==> config.mk <==
export PLATFORM = sky130hd
export DESIGN_NAME = vr_vc_converter
export DESIGN_NICKNAME = d
export VERILOG_FILES = /design/src/rtl/vc_pkg.sv /design/src/rtl/vr_vc_converter.sv
export SDC_FILE = /design/constraint.sdc
export NUM_CORES = 1
export LEC_CHECK = 0
export ABC_AREA = 1
export BUFFER_PORTS_ARGS = -buffer_cell sky130_fd_sc_hd__buf_2
export CORE_AREA = 5 5 42 44
export CTS_CLUSTER_SIZE = 14
export DETAILED_ROUTE_END_ITERATION = 16
export DIE_AREA = 0 0 47 49
export PLACE_DENSITY_LB_ADDON = 0.08
export SYNTH_ARGS = -nofsm -noshare
export SYNTH_HDL_FRONTEND = slang
export SYNTH_SLANG_ARGS = --single-unit
==> constraint.sdc <==
create_clock -name clk -period 3.4 [get_ports clk]
set_clock_uncertainty 0.15 [all_clocks]
set_input_delay 0.51 -clock clk [delete_from_list [all_inputs] [get_ports clk]]
set_output_delay 0.51 -clock clk [all_outputs]
set_load 0.01 [all_outputs]
==> src/rtl/vc_pkg.sv <==
// Shared helpers for the valid/credit link converters.
// Latency: n/a (package only).
// Backpressure: n/a (package only).
package vc_pkg;

    // Receiver buffer depth used when an instance does not override it.
    localparam int DEFAULT_CREDIT_NUM = 2;

    // Bits needed for a counter that must hold the value n itself.
    function automatic int cnt_width(input int n);
        return $clog2(n + 1);
    endfunction

endpackage

==> src/rtl/vr_vc_converter.sv <==
// Valid/ready to valid/credit converter: forwards accepted beats over a credit link.
// Latency: one registered stage; an accepted beat appears on m_valid_o the next cycle.
// Backpressure: s_ready_o is low while no receiver credits remain; credits re-open it one cycle later.
//
// Ports:
//   clk, rst_n           clock (rising edge), asynchronous active-low reset
//   s_data_i/s_valid_i   upstream payload and valid
//   s_ready_o            high while at least one credit is held
//   m_data_o/m_valid_o   downstream payload and single-cycle beat strobe
//   m_credit_i           single-cycle credit return from the receiver
//   credit_cnt_o         credits currently available
//   idle_o               all credits home and no beat on the output
//   credit_ovf_o         sticky flag: a credit arrived while the counter was full
module vr_vc_converter
    import vc_pkg::*;
#(
    parameter int DATA_WIDTH   = 8,
    parameter int CREDIT_NUM   = DEFAULT_CREDIT_NUM,
    parameter int INIT_CREDITS = 0
) (
    input  logic                             clk,
    input  logic                             rst_n,
    input  logic [DATA_WIDTH-1:0]            s_data_i,
    input  logic                             s_valid_i,
    output logic                             s_ready_o,
    output logic [DATA_WIDTH-1:0]            m_data_o,
    output logic                             m_valid_o,
    input  logic                             m_credit_i,
    output logic [cnt_width(CREDIT_NUM)-1:0] credit_cnt_o,
    output logic                             idle_o,
    output logic                             credit_ovf_o
);

    localparam int            CW       = cnt_width(CREDIT_NUM);
    localparam logic [CW-1:0] CNT_MAX  = CW'(CREDIT_NUM);
    localparam logic [CW-1:0] CNT_INIT = CW'(INIT_CREDITS);

    logic [CW-1:0] cnt;
    logic [CW-1:0] cnt_nxt;
    logic          ovf_nxt;
    logic          send;

    // Ready comes only from the registered count, so a returning credit
    // cannot reach s_ready_o in the same cycle it arrives.
    assign s_ready_o = (cnt != '0);
    assign send      = s_valid_i && s_ready_o;

    // Credit accounting. A send always has cnt >= 1, so the decrement
    // cannot wrap; a credit with a simultaneous send is a net no-op.
    always_comb begin
        cnt_nxt = cnt;
        ovf_nxt = credit_ovf_o;
        case ({m_credit_i, send})
            2'b10: begin
                if (cnt == CNT_MAX) begin
                    // Receiver returned more credits than it owns.
                    ovf_nxt = 1'b1;
                end else begin
                    cnt_nxt = cnt + CW'(1);
                end
            end
            2'b01:   cnt_nxt = cnt - CW'(1);
            default: cnt_nxt = cnt;
        endcase
    end

    always_ff @(posedge clk or negedge rst_n) begin
        if (!rst_n) begin
            cnt          <= CNT_INIT;
            credit_ovf_o <= 1'b0;
        end else begin
            cnt          <= cnt_nxt;
            credit_ovf_o <= ovf_nxt;
        end
    end

    // Output stage: one strobe per accepted beat; data holds between beats.
    always_ff @(posedge clk or negedge rst_n) begin
        if (!rst_n) begin
            m_valid_o <= 1'b0;
            m_data_o  <= '0;
        end else begin
            m_valid_o <= send;
            if (send) begin
                m_data_o <= s_data_i;
            end
        end
    end

    assign credit_cnt_o = cnt;
    assign idle_o       = (cnt == CNT_MAX) && !m_valid_o;

endmodule

# ---- Word-level counts from Yosys, hierarchy flattened
# Index checks and enable logic that the tools add are counted.
dict set report word_totals {
  elab_cells 19
  ff_bits 12
  out_inout_bits 14
  inputBits 12
}
dict set report op_classes {
  n_mux 2
  add_sub_neg 2
  reduce_logical 7
  eq_ne 4
}
# operator count
set op_table {}
lappend op_table {{2-bit equality test (second input constant)} 2}
lappend op_table {{2-bit one-hot mux with 2 select lines} 1}
lappend op_table {{2-bit AND reduction} 2}
lappend op_table {{2-bit nonzero test} 2}
lappend op_table {{2-bit by 1-bit adder with 2-bit output (second input constant)} 1}
lappend op_table {{2-bit by 1-bit equality test with 1-bit output (second input constant)} 1}
lappend op_table {{1-bit logical AND} 2}
lappend op_table {{2-bit 2-to-1 mux} 1}
lappend op_table {{2-bit inequality test (second input constant)} 1}
lappend op_table {{2-bit by 1-bit subtractor with 2-bit output (second input constant)} 1}
lappend op_table {{1-bit logical NOT} 1}

# ---- Depth between registers and ports, before layout
# Gate-level depths: netlist of run 1.
dict set report logic_depth {
  depth_word 5
  mapped_depth 6
  ltp_nobuf 6
}

# ---- Least setup slack after synthesis of run 1
# OpenSTA, ideal clock, no wires.
dict set report synth_timing {
  path_kind {register to output}
  startpoint {reg cnt[0], in the netlist credit_cnt_o[0]}
  endpoint {out idle_o}
  t_required_ns 2.740
  path_buffers 0
  setup_slack_ns 1.937
  arrival_ns 0.803
  stages_incl_launch_ff 4
  cell_sequence {dfrtp_1 -> inv_1 -> nand2_1 -> nor2_1}
}
dict set report synth_between {
  elab_chain_len 2
}
# element line
set synth_lines {}
lappend synth_lines {{from (decl)} vr_vc_converter.sv:38} ;# logic [CW-1:0] cnt;
lappend synth_lines {{from (signal assigned)} vr_vc_converter.sv:72} ;# cnt <= cnt_nxt;
lappend synth_lines {{2-bit equality test} vr_vc_converter.sv:91} ;# assign idle_o = (cnt == CNT_MAX) && !m_valid_o;
lappend synth_lines {{1-bit logical AND} vr_vc_converter.sv:91}
lappend synth_lines {{to (decl)} vr_vc_converter.sv:30} ;# output logic idle_o,
# Every way passes these cells.

# ---- Final worst setup path of run 1
# Ends and elaborated chain as after synthesis.

==> flow_summary.rst, run 1 <==
.. list-table::
   :header-rows: 1

   * - Metric
     - Value
   * - Delay of the slowest cell on the worst path
     - between 0.4 and 0.5 ns
   * - Highest ir drop seen on vdd
     - between 0.3 and 0.4 mV
   * - Worst Max-Slew Pin Slew
     - 0.550 ns
   * - Capturing point of the worst reg2reg path
     - credit_cnt_o[0]
   * - TritonCTS sink count
     - 12
   * - Number of routed nets with antenna violations
     - 0
   * - First-pass GRT wire length
     - around 2100 µm
   * - Period utilization
     - a little over half
   * - Synth cell types
     - 11
   * - DRT Pass-1 Iters
     - 4
   * - DIE WIDTH
     - 47 µm
   * - Cell Area, Synth
     - 510 µm²
   * - Buffer cell driving the clock tree root
     - sky130_fd_sc_hd__clkbuf_4
   * - Total DRC errors in the routed layout
     - 0
   * - Post-CTS Setup Inserts
     - 0
   * - Aggregate routed wire length
     - around 1100 µm
   * - Reg-to-reg startpoint
     - credit_cnt_o[1]
   * - Worst-case headroom to the max-slew limit
     - 63.3%
   * - Worst hold path stage count
     - 3
   * - Die ar.
     - about 0.0023 mm²
   * - Area of the core
     - roughly 0.0014 mm²
   * - Antenna cell count
     - 0
   * - Static Leak
     - ~0.41 nW
   * - Routed len/inst
     - 10.8 µm
   * - Number of hold-slack violations in the final timing report
     - 0
   * - Vias in the first global route
     - 481
   * - Worst Reg-to-Reg Cells
     - 4
   * - Post-synth net total
     - 72
   * - Peak clock frequency supported by timing
     - ~560 MHz
   * - Post-synthesis area per instance
     - roughly 8.5 µm²
   * - Growth of design area from synthesis to finish
     - 35.3%
   * - DRT iter0 DRCs
     - 9
   * - Crit path buffers/inverters
     - 2
   * - H-tree level count
     - 1
   * - DPL Wire Length
     - around 880 µm
   * - Pwr Density
     - 886 mW/mm²
   * - Count of mapped cells out of synthesis
     - 60
   * - Clock buffers created by TritonCTS
     - 3
   * - Ratio of cells with drive above 1 in the final layout
     - 36.0%
   * - RSZ-0062 raised after global routing
     - false
   * - Number of placement rows
     - 14
   * - Routability congestion estimate
     - between 0.7 and 0.8
   * - Hold path start
     - s_data_i[1]
   * - IO Pins
     - 26
   * - Number of flip-flops and latches in the synthesized netlist
     - 12
   * - Die boundary height
     - about 49 µm
   * - Post-layout minimum cycle time
     - about 1.8 ns
   * - Fill count
     - about 160
   * - CTS tree
     - done
   * - Cell family with the largest share of critical-path delay
     - flip-flops
   * - Cell-by-cell listing of the critical path
     - inv_1, nand2_1, nor2_1, buf_2
   * - Launching element type of the critical path
     - flop
   * - Via Count
     - about 470
   * - Minimum setup slack among reg-to-reg paths
     - about 1.8 ns
   * - Number of resized instances in the post-cts repair step
     - 0
   * - Slew Viols, Final
     - 0
   * - Clk buf depth
     - 2
   * - Global route overflow
     - 0
   * - Critical path required time
     - about 2.7 ns
   * - Worst Path Class, Setup
     - flop to primary output
   * - Endpoint class of the critical path
     - primary output
   * - Starting density of the core
     - a little over a third
   * - Number of nets in the layout
     - roughly 100
   * - Synth Warn #
     - 0
   * - Top fanout value on the critical path
     - 5
   * - Setup total negative slack
     - 0 ns
   * - Hold EP
     - m_data_o[1]
   * - Count of input and output buffers
     - 25
   * - Tot GR Track Use
     - between 10 and 15%
   * - Part of the Yosys area used for sequential elements
     - 58.8%
   * - Clock Latency Late Sink
     - 0.27 ns
   * - Number of antenna violations at the first check in global routing
     - 0
   * - Class of the most critical hold timing path
     - primary input to flop
   * - CP Data Arrival Time
     - 1.13 ns
   * - Reg clk slew, reported paths
     - around 0.08 ns
   * - CP max stage cell
     - sky130_fd_sc_hd__dfrtp_1
   * - Total power of the final layout
     - roughly 0.6 mW
   * - Run status
     - completed
   * - Detailed-route vias per instance
     - around 4.4
   * - Pin count of the biggest net entering global routing
     - 13
   * - Setup Viol. Count Final
     - 0
   * - Max capacitance violation total
     - 0
## registers in the layout, summed over array words and instances (netlist names)
register      cells
credit_cnt_o      2
credit_ovf_o      1
m_valid_o         1
m_data_o          8
## cell families after synthesis
| group | after synthesis | share of synthesized area [%] |
|---|---|---|
| AO/OA/AOI/OAI | 2 | 3.19 |
| AND/OR/NAND/NOR | 40 | 32.1 |
| flip-flops | 12 | 58.8 |
| buffers and inverters | 6 | 5.88 |
## metal layers
layer,GRT usage (%),routed length (µm)
met1,14.8,466
met2,20.8,573
met3,3.32,89
met4,4.15,6
met5,0,0
## worst min-delay path: cells and delay by family
kind,cells,cell delay [ns]
buf+inv,1,0.07
simple gates,2,0.09
## metrics by stage
stage | instance area (µm²) | hold WS [ns] | util, % | std cells | setup slack (ns)
final | 691 | 0.283 | 49.3 | 105 | 1.61
after global placement | 644 | 0.250 | 46.0 | 100 | 1.77
after floorplan | 510 | 0.0644 | - | 60 | 1.94
after global routing | 691 | 0.288 | 49.3 | 105 | 1.48
after detailed placement | 644 | 0.255 | 46.0 | 100 | 1.77
after CTS | 691 | 0.277 | 49.3 | 105 | 1.61
## cell usage after synthesis, drive strengths merged
library cell	n	area share, %
o21bai	1	1.5
nand3	5	5.9
o21ai	1	1.7
inv	5	3.7
nand4	1	1.2
dfrtp	12	59
buf	1	2.2
nand2	32	24
nor2	2	1.5
## final cells by class
cell class | instances | area, µm² | area share [%]
Tap cell | 16 | 20.0 | 2.90
Timing Repair Buffer | 26 | 135 | 19.6
Inverter | 5 | 18.8 | 2.72
Clock buffer | 4 | 36.3 | 5.25
Sequential cell | 12 | 300 | 43.5
Multi-Input combinational cell | 42 | 180 | 26.1
## worst max path at each step
| stage | from | to | slack [ns] | depth (start not counted) |
|---|---|---|---|---|
| global placement | credit_cnt_o[1] | credit_cnt_o[0] | 1.77 | 4 |
| floorplan | credit_cnt_o[0] | idle_o | 1.94 | 3 |
| finish | credit_cnt_o[0] | idle_o | 1.61 | 4 |
| detailed placement | credit_cnt_o[1] | credit_cnt_o[0] | 1.77 | 4 |
| CTS | credit_cnt_o[0] | idle_o | 1.61 | 4 |
| global route | credit_cnt_o[0] | idle_o | 1.48 | 4 |
## repair_timing
item                                    4_1_cts  5_1_grt
hold buffers                                  1        0
endpoints found under the hold margin        12        0
endpoints found under the setup margin        0        0
## power breakdown
group          leakage (nW)  internal [mW]  total (mW)  switching [mW]
Sequential            0.146          0.207       0.249          0.0419
Combinational         0.246          0.100       0.251           0.151
Clock                0.0210         0.0650       0.112          0.0468
Total                 0.413          0.372       0.612           0.240
## cells in the final DEF (no fill, tap or decap)
| master | Yosys | layout |
|---|---|---|
| sky130_fd_sc_hd__nand2_1 | 32 | 32 |
| sky130_fd_sc_hd__clkbuf_4 | 0 | 3 |
| sky130_fd_sc_hd__nor2_1 | 2 | 2 |
| sky130_fd_sc_hd__nand4_1 | 1 | 1 |
| sky130_fd_sc_hd__inv_1 | 4 | 4 |
| sky130_fd_sc_hd__buf_2 | 0 | 25 |
| sky130_fd_sc_hd__dlygate4sd3_1 | 0 | 1 |
| sky130_fd_sc_hd__o21bai_1 | 1 | 1 |
| sky130_fd_sc_hd__o21ai_2 | 1 | 1 |
| sky130_fd_sc_hd__nand3_2 | 1 | 1 |
| sky130_fd_sc_hd__clkbuf_8 | 0 | 1 |
| sky130_fd_sc_hd__nand3_1 | 4 | 4 |
| sky130_fd_sc_hd__dfrtp_1 | 12 | 12 |
| sky130_fd_sc_hd__inv_2 | 1 | 1 |
(Power assumes the default switching activity.)
==> inputs of run 2 (changes only) <==
--- a/config.mk
+++ b/config.mk
@@ -5,12 +5,12 @@
 export SDC_FILE = /design/constraint.sdc
 export NUM_CORES = 1
 export LEC_CHECK = 0
-export ABC_AREA = 1
+export ABC_AREA = 0
 export BUFFER_PORTS_ARGS = -buffer_cell sky130_fd_sc_hd__buf_2
-export CORE_AREA = 5 5 42 44
+export CORE_MARGIN = 5
+export CORE_UTILIZATION = 38
 export CTS_CLUSTER_SIZE = 14
 export DETAILED_ROUTE_END_ITERATION = 16
-export DIE_AREA = 0 0 47 49
 export PLACE_DENSITY_LB_ADDON = 0.08
 export SYNTH_ARGS = -nofsm -noshare
 export SYNTH_HDL_FRONTEND = slang
==> constraint.sdc (replaced) <==
create_clock -name clk -period 1.45 [get_ports clk]
set_clock_uncertainty 0.15 [all_clocks]
set_input_delay 0.2175 -clock clk [delete_from_list [all_inputs] [get_ports clk]]
set_output_delay 0.2175 -clock clk [all_outputs]
set_load 0.01 [all_outputs]
==> run 2 against run 1 <==
Against the previous run: setup slack got worse by 1.6 ns; register-to-register slack got worse by 1.7 ns; critical path depth fell by 2; largest cell class unchanged; clock power rose by 130%; largest power group unchanged; synthesized cell count fell by 38%; total power rose to 2.8 times the previous value; core utilization rose by 10 points; combinational power rose to 3.5 times the previous value; final area rose by 12%; hold slack got worse by 0.25 ns.
==> flow_summary.rst, run 2 <==
.. list-table::
   :header-rows: 1

   * - Metric
     - Value
   * - Run status
     - completed
   * - Cell Area, Synth
     - 526 µm² (+2.9%)
   * - Number of nets in the layout
     - 83 (-19%)
   * - Number of synthesized flops with an enable pin
     - 0 (unchanged)
   * - Vias in the first global route
     - 396 (-18%)
   * - Worst Reg-to-Reg Cells
     - 3 (-1)
   * - Reg-to-reg startpoint
     - credit_cnt_o[0]
   * - Clk buf depth
     - 2 (unchanged)
   * - Fill count
     - 120 (-24%)
   * - Class of the most critical hold timing path
     - primary input to flop
   * - Growth of design area from synthesis to finish
     - 46.9%
   * - M3 GR Usage
     - 3.83% (+0.51 points)
   * - Number of routed nets with antenna violations
     - 0 (unchanged)
   * - Starting density of the core
     - 40.4% (+4.0 points)
   * - Number of placement rows
     - 13 (-1)
   * - Worst path setup slack after routing
     - 0.0124 ns (-1.59 ns)
   * - Peak clock frequency supported by timing
     - roughly 700 MHz
   * - Static Leak
     - 0.407 nW (-1.5%)
   * - Ratio of cells with drive above 1 in the final layout
     - 64.3% (+28 points)
   * - Slew Viols, Final
     - 0 (unchanged)
   * - Endpoint class of the critical path
     - primary output
   * - DRT Pass-1 Iters
     - 1 (-3)
   * - Setup slack at placement
     - 0.0884 ns (-1.69 ns)
   * - Layer with the highest usage after global routing
     - met2
   * - Total DRC errors in the routed layout
     - 0 (unchanged)
   * - Routability congestion estimate
     - 0.737 (+2.6%)
   * - Routed len/inst
     - 12.6 µm (+16%)
   * - H-tree level count
     - 1 (unchanged)
   * - Launching element type of the critical path
     - flop
   * - Met1 Use GR
     - 12.3% (-2.5 points)
   * - Number of antenna violations at the first check in global routing
     - 0 (unchanged)
   * - Synth cell types
     - 15 (+4)
   * - Hold EP
     - m_data_o[1]
   * - Clock buffers created by TritonCTS
     - 3 (unchanged)
   * - Area of the core
     - 0.00130 mm² (-7.1%)
   * - Worst-case headroom to the max-slew limit
     - 82.6% (+19 points)
   * - Leading post-synthesis cells by cell area
     - sky130_fd_sc_hd__dfrtp_1, sky130_fd_sc_hd__mux2_4, sky130_fd_sc_hd__nand2b_1
   * - Number of flip-flops and latches in the synthesized netlist
     - 12 (unchanged)
   * - List of most frequent post-synthesis cells
     - sky130_fd_sc_hd__dfrtp_1, sky130_fd_sc_hd__mux2_4, sky130_fd_sc_hd__inv_1, sky130_fd_sc_hd__a21oi_1, sky130_fd_sc_hd__nand2b_1
   * - Count of input and output buffers
     - 25 (unchanged)
   * - Biggest area consumer among synthesized cells
     - sky130_fd_sc_hd__dfrtp_1
   * - First-pass GRT wire length
     - 1680 µm (-19%)
   * - Tot GR Track Use
     - 11.3% (-1.2 points)
   * - TritonCTS sink count
     - 12 (unchanged)
   * - Die ar.
     - 0.00223 mm² (-3.3%)
   * - Post-synth net total
     - 49 (-32%)
   * - CTS tree
     - done
   * - Most frequent standard cell in the layout excluding fill and tap cells
     - sky130_fd_sc_hd__buf_2
   * - Async SR Flop Fraction
     - 100% (unchanged)
   * - IO Pins
     - 26 (unchanged)
   * - Pwr Density
     - 2230 mW/mm² (+150%)
   * - Hold path start
     - s_data_i[1]
   * - DIE WIDTH
     - 47.2 µm (+0.39%)
   * - Antenna cell count
     - 0 (unchanged)
   * - Setup Viol. Count Final
     - 0 (unchanged)
   * - Part of the Yosys area used for sequential elements
     - 57.1% (-1.7 points)
   * - Period utilization
     - between 90% and 100%
   * - Top fanout value on the critical path
     - 2 (-3)
   * - CP Data Arrival Time
     - 1.07 ns (-0.06 ns)
   * - DPL Wire Length
     - 833 µm (-5.3%)
   * - Detailed-route vias per instance
     - 4.53 (+1.8%)
   * - Pin count of the biggest net entering global routing
     - 13 (unchanged)
   * - Minimum setup slack among reg-to-reg paths
     - 0.07 ns (-1.72 ns)
   * - Post-synthesis area per instance
     - 14.2 µm² (+67%)
   * - Die boundary height
     - 47.2 µm (-3.7%)
   * - Largest reg by FF count
     - m_data_o
   * - Reg clk slew, reported paths
     - 0.07 ns (about the same)
   * - DRT iter0 DRCs
     - 0 (-9)
   * - Highest-count cells in the layout ignoring fill and taps
     - sky130_fd_sc_hd__buf_2, sky130_fd_sc_hd__dfrtp_1, sky130_fd_sc_hd__mux2_4
   * - Via Count
     - 385 (-18%)
   * - Met2 Usage GRT
     - 19.8% (-1.0 points)
   * - Synth Warn #
     - 0 (unchanged)
   * - Most frequently used flop master after synthesis
     - sky130_fd_sc_hd__dfrtp_1
   * - Worst Max-Slew Pin Slew
     - 0.261 ns (-0.290 ns)
   * - RSZ-0062 raised after global routing
     - true
   * - Proportion of netlist area held by the largest area contributor
     - 57.1% (-1.7 points)
   * - Clock Latency Late Sink
     - 0.26 ns (about the same)
   * - Post-layout minimum cycle time
     - about 1.4 ns
   * - Area occupied by registers
     - 300 µm² (unchanged)
   * - Critical path required time
     - 1.08 ns (-1.66 ns)
   * - Number of flip-flops under the largest register name
     - 8 (unchanged)
   * - Worst hold path stage count
     - 2 (-1)
   * - Max capacitance violation total
     - 0 (unchanged)
   * - Highest ir drop seen on vdd
     - 1.21 mV (+240%)
   * - Capturing point of the worst reg2reg path
     - m_data_o[6]
   * - Buffer cell driving the clock tree root
     - sky130_fd_sc_hd__clkbuf_4
   * - Aggregate routed wire length
     - 1070 µm (-5.8%)
   * - Multi-input logic area
     - 228 µm² (+26%)
   * - Setup total negative slack
     - 0 ns (unchanged)
   * - Worst Path Class, Setup
     - flop to primary output
   * - Count of mapped cells out of synthesis
     - 37 (-38%)
   * - Most instantiated library cell after synthesis
     - sky130_fd_sc_hd__dfrtp_1
   * - Number of hold-slack violations in the final timing report
     - 0 (unchanged)
   * - Global route overflow
     - 0 (unchanged)
-- run 2: power breakdown --
| part | total, mW | leakage (nW) | switching [mW] | internal (mW) |
|---|---|---|---|---|
| logic | 0.883 | 0.246 | 0.383 | 0.500 |
| clock network | 0.254 | 0.0210 | 0.102 | 0.152 |
| registers | 0.587 | 0.140 | 0.0882 | 0.499 |
| total | 1.72 | 0.407 | 0.573 | 1.15 |
-- run 2: kinds of logic (layout without fill, tap and decap cells) --
logic type	after synthesis	in the layout	share of synthesized area, %
DFF	12	12	57.1
muxes	9	9	24.8
and+or+nand+nor	9	9	11.0
AOI/OAI and AO/OA	4	4	5.00
buffers and inverters	3	36	2.14
-- run 2: final cells by class --
class	count	area share, %
Timing Repair Buffer	29	23.0
Clock buffer	4	4.70
Sequential cell	12	38.9
Inverter	3	1.46
Multi-Input combinational cell	22	29.5
Tap cell	15	2.43
-- run 2: repair_timing --
action,in CTS,in global routing
buffers inserted,1,0
pin swaps,1,1
endpoints found under the hold margin,12,0
resized for setup,5,1
hold buffers,1,0
setup endpoints to repair,2,3
-- run 2: worst max-delay path, stage by stage, from the launching register on --
cell	delay, ns
sky130_fd_sc_hd__dfrtp_1	0.39
sky130_fd_sc_hd__or2_4	0.29
sky130_fd_sc_hd__buf_6	0.13
-- run 2: worst max path at each step --
stage	startpoint	to	slack (ns)	cells after the start
after floorplan	credit_cnt_o[1]	m_data_o[0]	0.01	3
after global placement	credit_cnt_o[1]	m_data_o[5]	0.11	3
after detailed placement	credit_cnt_o[1]	m_data_o[6]	0.09	3
after CTS	credit_cnt_o[0]	s_ready_o	-0.004	2
after global routing	credit_cnt_o[0]	s_ready_o	-0.02	2
final	credit_cnt_o[0]	s_ready_o	0.01	2
-- run 2: through the flow --
step / power [mW] / hold slack [ns] / instances / area [µm²] / utilization, %
global placement: 1.39 / -0.0435 / 79 / 693 / 53.3
global route: 1.85 / 0.0201 / 85 / 772 / 59.3
floorplan: 1.08 / -0.228 / 37 / 534 / -
CTS: 1.74 / 0.0204 / 85 / 766 / 58.8
finish: 1.72 / 0.0320 / 85 / 772 / 59.3
detailed placement: 1.39 / -0.0475 / 79 / 693 / 53.3
-- run 2: layer usage --
metal  vias to the layer above  part of all wire [%]
met2                        15                    50
met5                         -                     0
met4                         0                     0
li1                        191                     -
met3                         0                   9.8
met1                       179                    40
